### src/rtl/sr_input_conditioner.sv
// Input conditioner for the sr_latch: synchronise, debounce and edge-detect two raw
// request lines, then arbitrate them into mutually exclusive fixed-width S/R pulses.
module sr_input_conditioner #(
    parameter int SYNC_STAGES     = 2,
    parameter int DEBOUNCE_CYCLES = 4,
    parameter int PULSE_WIDTH     = 2,
    parameter int GAP_CYCLES      = 1,
    parameter bit RESET_PRIORITY  = 1'b1
) (
    input  logic clk,
    input  logic rst,
    input  logic set_raw,
    input  logic reset_raw,
    output logic S,
    output logic R,
    output logic busy,
    output logic conflict,
    output logic state_q
);

    localparam int DW   = $clog2(DEBOUNCE_CYCLES + 1);
    localparam int MAXC = (PULSE_WIDTH > GAP_CYCLES) ? PULSE_WIDTH : GAP_CYCLES;
    localparam int CW   = $clog2(MAXC + 1);

    typedef enum logic [1:0] {
        IDLE,
        PULSE_S,
        PULSE_R,
        GAP
    } state_t;

    // Channel index 0 is set, 1 is reset throughout.
    logic [SYNC_STAGES-1:0] set_sync;
    logic [SYNC_STAGES-1:0] rst_sync;
    logic [1:0]             synced;
    logic [1:0][DW-1:0]     cnt;
    logic [1:0]             lvl;
    logic [1:0]             lvl_d;
    logic [1:0]             rise;
    logic [1:0]             pend;
    state_t                 st;
    logic [CW-1:0]          fcnt;

    assign synced = {rst_sync[SYNC_STAGES-1], set_sync[SYNC_STAGES-1]};
    assign rise   = lvl & ~lvl_d;

    always_ff @(posedge clk or posedge rst) begin
        if (rst) begin
            set_sync <= '0;
            rst_sync <= '0;
        end else begin
            set_sync <= {set_sync[SYNC_STAGES-2:0], set_raw};
            rst_sync <= {rst_sync[SYNC_STAGES-2:0], reset_raw};
        end
    end

    // Level only moves after DEBOUNCE_CYCLES consecutive disagreeing samples.
    always_ff @(posedge clk or posedge rst) begin
        if (rst) begin
            cnt   <= '0;
            lvl   <= '0;
            lvl_d <= '0;
        end else begin
            for (int i = 0; i < 2; i++) begin
                if (synced[i] == lvl[i]) begin
                    cnt[i] <= '0;
                end else if (int'(cnt[i]) == DEBOUNCE_CYCLES - 1) begin
                    lvl[i] <= synced[i];
                    cnt[i] <= '0;
                end else begin
                    cnt[i] <= cnt[i] + 1'b1;
                end
            end
            lvl_d <= lvl;
        end
    end

    always_ff @(posedge clk or posedge rst) begin
        if (rst) begin
            st       <= IDLE;
            fcnt     <= '0;
            pend     <= '0;
            S        <= 1'b0;
            R        <= 1'b0;
            busy     <= 1'b0;
            conflict <= 1'b0;
            state_q  <= 1'b0;
        end else begin
            conflict <= 1'b0;
            pend     <= pend | rise;
            unique case (st)
                IDLE: begin
                    fcnt <= '0;
                    if (pend[0] && pend[1]) begin
                        conflict <= 1'b1;
                        pend     <= rise;
                        busy     <= 1'b1;
                        if (RESET_PRIORITY) begin
                            st      <= PULSE_R;
                            R       <= 1'b1;
                            state_q <= 1'b0;
                        end else begin
                            st      <= PULSE_S;
                            S       <= 1'b1;
                            state_q <= 1'b1;
                        end
                    end else if (pend[0]) begin
                        pend    <= {pend[1] | rise[1], rise[0]};
                        st      <= PULSE_S;
                        S       <= 1'b1;
                        busy    <= 1'b1;
                        state_q <= 1'b1;
                    end else if (pend[1]) begin
                        pend    <= {rise[1], pend[0] | rise[0]};
                        st      <= PULSE_R;
                        R       <= 1'b1;
                        busy    <= 1'b1;
                        state_q <= 1'b0;
                    end
                end
                PULSE_S, PULSE_R: begin
                    if (int'(fcnt) == PULSE_WIDTH - 1) begin
                        S    <= 1'b0;
                        R    <= 1'b0;
                        fcnt <= '0;
                        if (GAP_CYCLES == 0) begin
                            st   <= IDLE;
                            busy <= 1'b0;
                        end else begin
                            st <= GAP;
                        end
                    end else begin
                        fcnt <= fcnt + 1'b1;
                    end
                end
                GAP: begin
                    if (int'(fcnt) == GAP_CYCLES - 1) begin
                        st   <= IDLE;
                        busy <= 1'b0;
                        fcnt <= '0;
                    end else begin
                        fcnt <= fcnt + 1'b1;
                    end
                end
                default: begin
                    st   <= IDLE;
                    S    <= 1'b0;
                    R    <= 1'b0;
                    busy <= 1'b0;
                end
            endcase
        end
    end

endmodule

### config.mk
export PLATFORM = sky130hd
export DESIGN_NAME = sr_input_conditioner
export DESIGN_NICKNAME = d
export VERILOG_FILES = /design/src/rtl/sr_input_conditioner.sv
export SDC_FILE = /design/constraint.sdc
export NUM_CORES = 1
export LEC_CHECK = 0
export BUFFER_PORTS_ARGS = -buffer_cell sky130_fd_sc_hd__buf_2
export CELL_PAD_IN_SITES_DETAIL_PLACEMENT = 0
export CELL_PAD_IN_SITES_GLOBAL_PLACEMENT = 2
export CORE_UTILIZATION = 38
export DETAILED_ROUTE_END_ITERATION = 7
export PLACE_DENSITY_LB_ADDON = 0.1
export SLEW_MARGIN = 20
export SYNTH_ARGS = -nofsm -noshare
export SYNTH_HDL_FRONTEND = slang
export SYNTH_SLANG_ARGS = --single-unit
export TNS_END_PERCENT = 50
### constraint.sdc
create_clock -name clk -period 1.8 [get_ports clk]
set_input_delay 0.27 -clock clk [delete_from_list [all_inputs] [get_ports clk]]
set_output_delay 0.27 -clock clk [all_outputs]
set_load 0.01 [all_outputs]
After elaboration in Yosys (flattened, before gate mapping)
Cells that the tools add are included.
{"block": "word_totals", "ff_bits": 25, "output_inout_bits": 5, "inputBits": 4}
{"block": "op_classes", "bitwise_logic": 7, "n_eq_ne": 15, "n_mux": 34, "add_sub_neg": 3, "reduce_logical": 14}
{"operator": "$mux 2", "count": 11}
{"operator": "$mux 1", "count": 14}
{"operator": "$mux 3", "count": 4}
{"operator": "$pmux 2 s3", "count": 2}
{"operator": "$ne 2x2->1 const B", "count": 4}
{"operator": "$reduce_and 4->1", "count": 2}
{"operator": "$add 3x1->3 const B", "count": 2}
{"operator": "$eq 2x2->1 const B", "count": 3}
{"operator": "$eq 3x3->1 const B", "count": 2}
{"operator": "$ne 3x3->1 const B", "count": 2}
{"operator": "$pmux 1 s2", "count": 3}
{"operator": "$reduce_and 2->1", "count": 3}
{"operator": "$reduce_and 3->1", "count": 2}
{"operator": "$logic_not 2->1", "count": 2}
{"operator": "$ne 4x4->1 const B", "count": 1}
{"operator": "$reduce_bool 2->1", "count": 2}
{"operator": "$reduce_bool 3->1", "count": 1}
{"operator": "$add 2x1->2 const B", "count": 1}
{"operator": "$and 2x2->2", "count": 1}
{"operator": "$eq 1x1->1", "count": 2}
{"operator": "$eq 2x1->1 const B", "count": 1}
{"operator": "$not 1->1", "count": 2}
{"operator": "$not 2->2", "count": 1}
{"operator": "$or 1x1->1", "count": 2}
{"operator": "3 further kinds", "count": 3}

Longest topological paths before layout
{"block": "depth", "ltp_word": 7, "depth_mapped": 6}

Worst setup path before layout
Ideal clock, no wire load.
{"block": "synth_path", "path_type": "register to register", "startpoint": "reg st[0]", "endpoint": "reg st[0]", "path_buffers": 0, "period_less_slack_ps": 1361, "setup_time_ps": 121, "arrival_time_ps": 1240, "path_stages_with_launch": 5, "path_slack_ps": 439, "cell_sequence": "dfrtp_1 inv_1 ha_1 a211o_1 a22o_1"}
{"block": "synth_via", "elab_chain_cells": 4, "elab_cells_between_ends": 10, "cone_classes": "eq/ne (6); mux (1); reduce/logical (3)"}
{"element": "start, declared", "line": "41", "text": "state_t st;"}
{"element": "start signal, assigned", "line": "80", "text": "st <= IDLE;"}
{"element": "start signal, assigned", "line": "99", "text": "st <= PULSE_R;"}
{"element": "start signal, assigned", "line": "103", "text": "st <= PULSE_S;"}
{"element": "$eq 2x1->1 or $eq 2x2->1 (tied branches)", "line": "91", "text": "unique case (st)"}
{"element": "$reduce_or 2->1", "line": "91"}
{"element": "$ne 2x2->1 (no source line)"}
{"element": "$reduce_and 3->1 (no source line)"}
Several ways; a longest one is shown, not always the timed one.
A chain may end at the register's enable or synchronous reset.

Worst setup path in the final report
Ends and elaborated chain as after synthesis.

==> metrics.cfg <==
[status]
status = complete, no violations

[final_layout]
layout.nets = 114
drive_gt1_share_pct = 14.7
antenna_cells = 0
syn_to_final_growth_pct = 12.4
stdcell_area_um2 = 1160
nFillCells = 243

[grt]
grt_antenna_before_repair = 0
grt_pass1_vias = 645
grt_pass1_wl_um = 2730
grt_max_degree = 26
grt-ovfl-total = 0
grt_usage_pct = 13.6

[power_and_ir_drop]
ir_worst_vdd_uv = 757
leakage_nw = 0.565
powerDensity_nw_per_um2 = 1610
finalPower_mw = 1.86

[worst_setup_path]
worstSetupEndpoint = st[0]$_DFFE_PP0P_
worstPathArrival_ns = 1.70
rrSetupSlack_ns = 0.32
cp-start-kind = flop
cp_max_fo = 8
criticalPathCategory = flop to flop
rr_worst_depth = 4
cp.required_ns = 2.03
startpoint = st[0]$_DFFE_PP0P_
reg2reg_to = st[0]$_DFFE_PP0P_
timing.rr.start = st[0]$_DFFE_PP0P_
end_kind = flop

[clocking]
cts_tree = yes
cts_buffers = 3
cts_max_path_buffers = 2
htreeDepth = 1
clkSinkCount = 25
clock_tree.root_cell = clkbuf_4
post_cts_resized = 0
clk_pin_slew_worst_paths_ns = 0.14
postCtsSetupBuffers = 0
clock_latency_ns = 0.32

[placed_design]
gp_congestion = 0.760
dp_hpwl_um = 1110
dp_slack_ns = 0.344
place_area_um2 = 1120
port-buffer-count = 8

[hold_path]
hold_path.class = input pin to flop

[timing]
hold_viol = 0
setup_viol = 0
clock.fmax_mhz = 677
final.period_utilization_pct = 82.1
fin_crit_ns = 1.48
worst_clock_skew_ns = 0.00436
fin_setup_tns_ns = 0
setup_slack_ns = 0.322
drv_slew = 0
slew_headroom_pct = 79.2
rsz0062_at_grt = no
tightest_slew_ns = 0.312

[floorplanning]
core_area_um2 = 2520
die_y_um = 54.0
rows = 18
die_w_um = 54.0
pin_count = 9
initial_core_util_pct = 40.8
dieArea_um2 = 2920

[logic_synthesis]
ys_seq_area_share_pct = 60.8
yosysUniqueCellTypes = 22
syn_area_um2 = 1030
synth-seq-cells = 25
synth_warnings = 0
syn_nets = 99
syn_area_per_cell_um2 = 11.7
synthCells = 88

[route]
wl_met1_um = 738
ant_nets = 0
drt-pass1-iter-count = 3
top_layer = met4
num_vias = 650
drc = 0
met2_wirelength_um = 771
drtIter0Drc = 9
dr_wl_met3_um = 62
wl_per_cell_um = 12.0
via_per_inst = 4.92
routed_wl_um = 1580

[run]
drv_cap = 0

[state kept, by name, indices dropped and copies added, names as in the netlist]
signal	flops
R	1
S	1
busy	1
cnt	6
conflict	1
fcnt	2
lvl	2
lvl_d	2
pend	2
rst_sync	2
set_sync	2
st	2
state_q	1
[placed cells by master, fill, tap and decap left out]
master	Yosys	layout
xnor2_1	2	2
nor2_1	3	3
nand2_1	3	3
o21a_1	1	1
a211o_1	1	1
buf_2	1	8
mux2i_1	1	1
o22ai_1	2	2
nor2b_1	4	4
a22o_1	3	3
ha_1	7	7
a22oi_1	2	2
dfrtp_1	25	25
nor3_1	3	3
a32oi_1	1	1
dlygate4sd3_1	0	1
nor3b_1	4	4
nand2b_1	2	2
clkinvlp_4	0	1
inv_2	1	1
o21ai_1	2	2
inv_1	12	12
buf_4	0	2
clkbuf_4	0	3
a21oi_1	3	3
o21ai_0	5	5
[area by class of cell]
cell class	instances	area, um2	share of cell area (%)
flip-flops and latches	25	626	54.1
multi-input cells	49	349	30.2
repair buffers	11	65.1	5.63
inverters	13	48.8	4.22
well taps	30	37.5	3.25
clock buffers	3	22.5	1.95
clock inverters	1	7.51	0.649
[cells by family after synthesis]
kind of cell             Yosys count  synth area share (%)
multiplexers                       1                 0.973
adder cells (fa/ha/maj)            7                  8.52
flip-flops                        25                  60.8
XOR/XNOR                           2                  1.70
buffers and inverters             14                  5.23
AND/OR/NAND/NOR                   19                  10.2
AO/OA/AOI/OAI                     20                  12.5
[through the flow]
stage | util [%] | hold slack [ns] | std cells
3_5_place_dp | 44.2 | 0.334 | 127
6_report | 45.8 | 0.0473 | 132
3_3_place_gp | 44.2 | 0.334 | 127
2_1_floorplan | - | 0.297 | 88
5_1_grt | 45.8 | 0.00597 | 132
4_1_cts | 45.8 | 0.0291 | 132
[synthesized netlist by cell type]
library cell	instances	area share (%)
buf_2	1	0.49
a22oi_1	2	1.5
o22ai_1	2	1.2
mux2i_1	1	0.97
xnor2_1	2	1.7
a32oi_1	1	0.85
nand2_1	3	1.1
ha_1	7	8.5
a21oi_1	3	1.5
inv_2	1	0.36
nor3_1	3	1.5
a211o_1	1	0.85
nor2_1	3	1.1
inv_1	12	4.4
o21ai_0	5	2.4
o21a_1	1	0.73
nor3b_1	4	2.9
nand2b_1	2	1.2
dfrtp_1	25	61
nor2b_1	4	2.4
o21ai_1	2	0.97
a22o_1	3	2.6
[how the worst min path moves through the flow]
stage,from,end,slack (ns),depth (start not counted)
6_report,set_raw,set_sync[0]$_DFF_PP0_,0.05,1
5_1_grt,set_raw,set_sync[0]$_DFF_PP0_,0.006,1
4_1_cts,set_raw,set_sync[0]$_DFF_PP0_,0.03,1
3_5_place_dp,rst,rst_sync[0]$_DFF_PP0_,0.33,3
3_3_place_gp,rst,rst_sync[0]$_DFF_PP0_,0.33,3
2_1_floorplan,rst,R$_DFFE_PP0P_,0.30,1
[power by group]
part	internal, mW	leakage (nW)	switching, mW	total [mW]
sequential	0.743	0.308	0.116	0.859
combinational	0.342	0.242	0.402	0.744
clock	0.0848	0.0139	0.168	0.253
[routing by layer]
layer / GRT usage (%) / vias to the layer above
met5: 0 / -
met4: 3.85 / 0
met3: 5.93 / 2
met2: 23.5 / 9
met1: 15.1 / 317
li1: - / 322
[timing repair]
item	CTS	global route
endpoints found under the hold margin	25	0
hold buffers	1	0
setup endpoints to repair	0	0
[worst max-delay path, cell delays in order, from the launching register on]
cell and delay [ns]:
dfrtp_1 0.41, inv_1 0.06, ha_1 0.39, a211o_1 0.31, a22o_1 0.23
(Power assumes the default switching activity.)
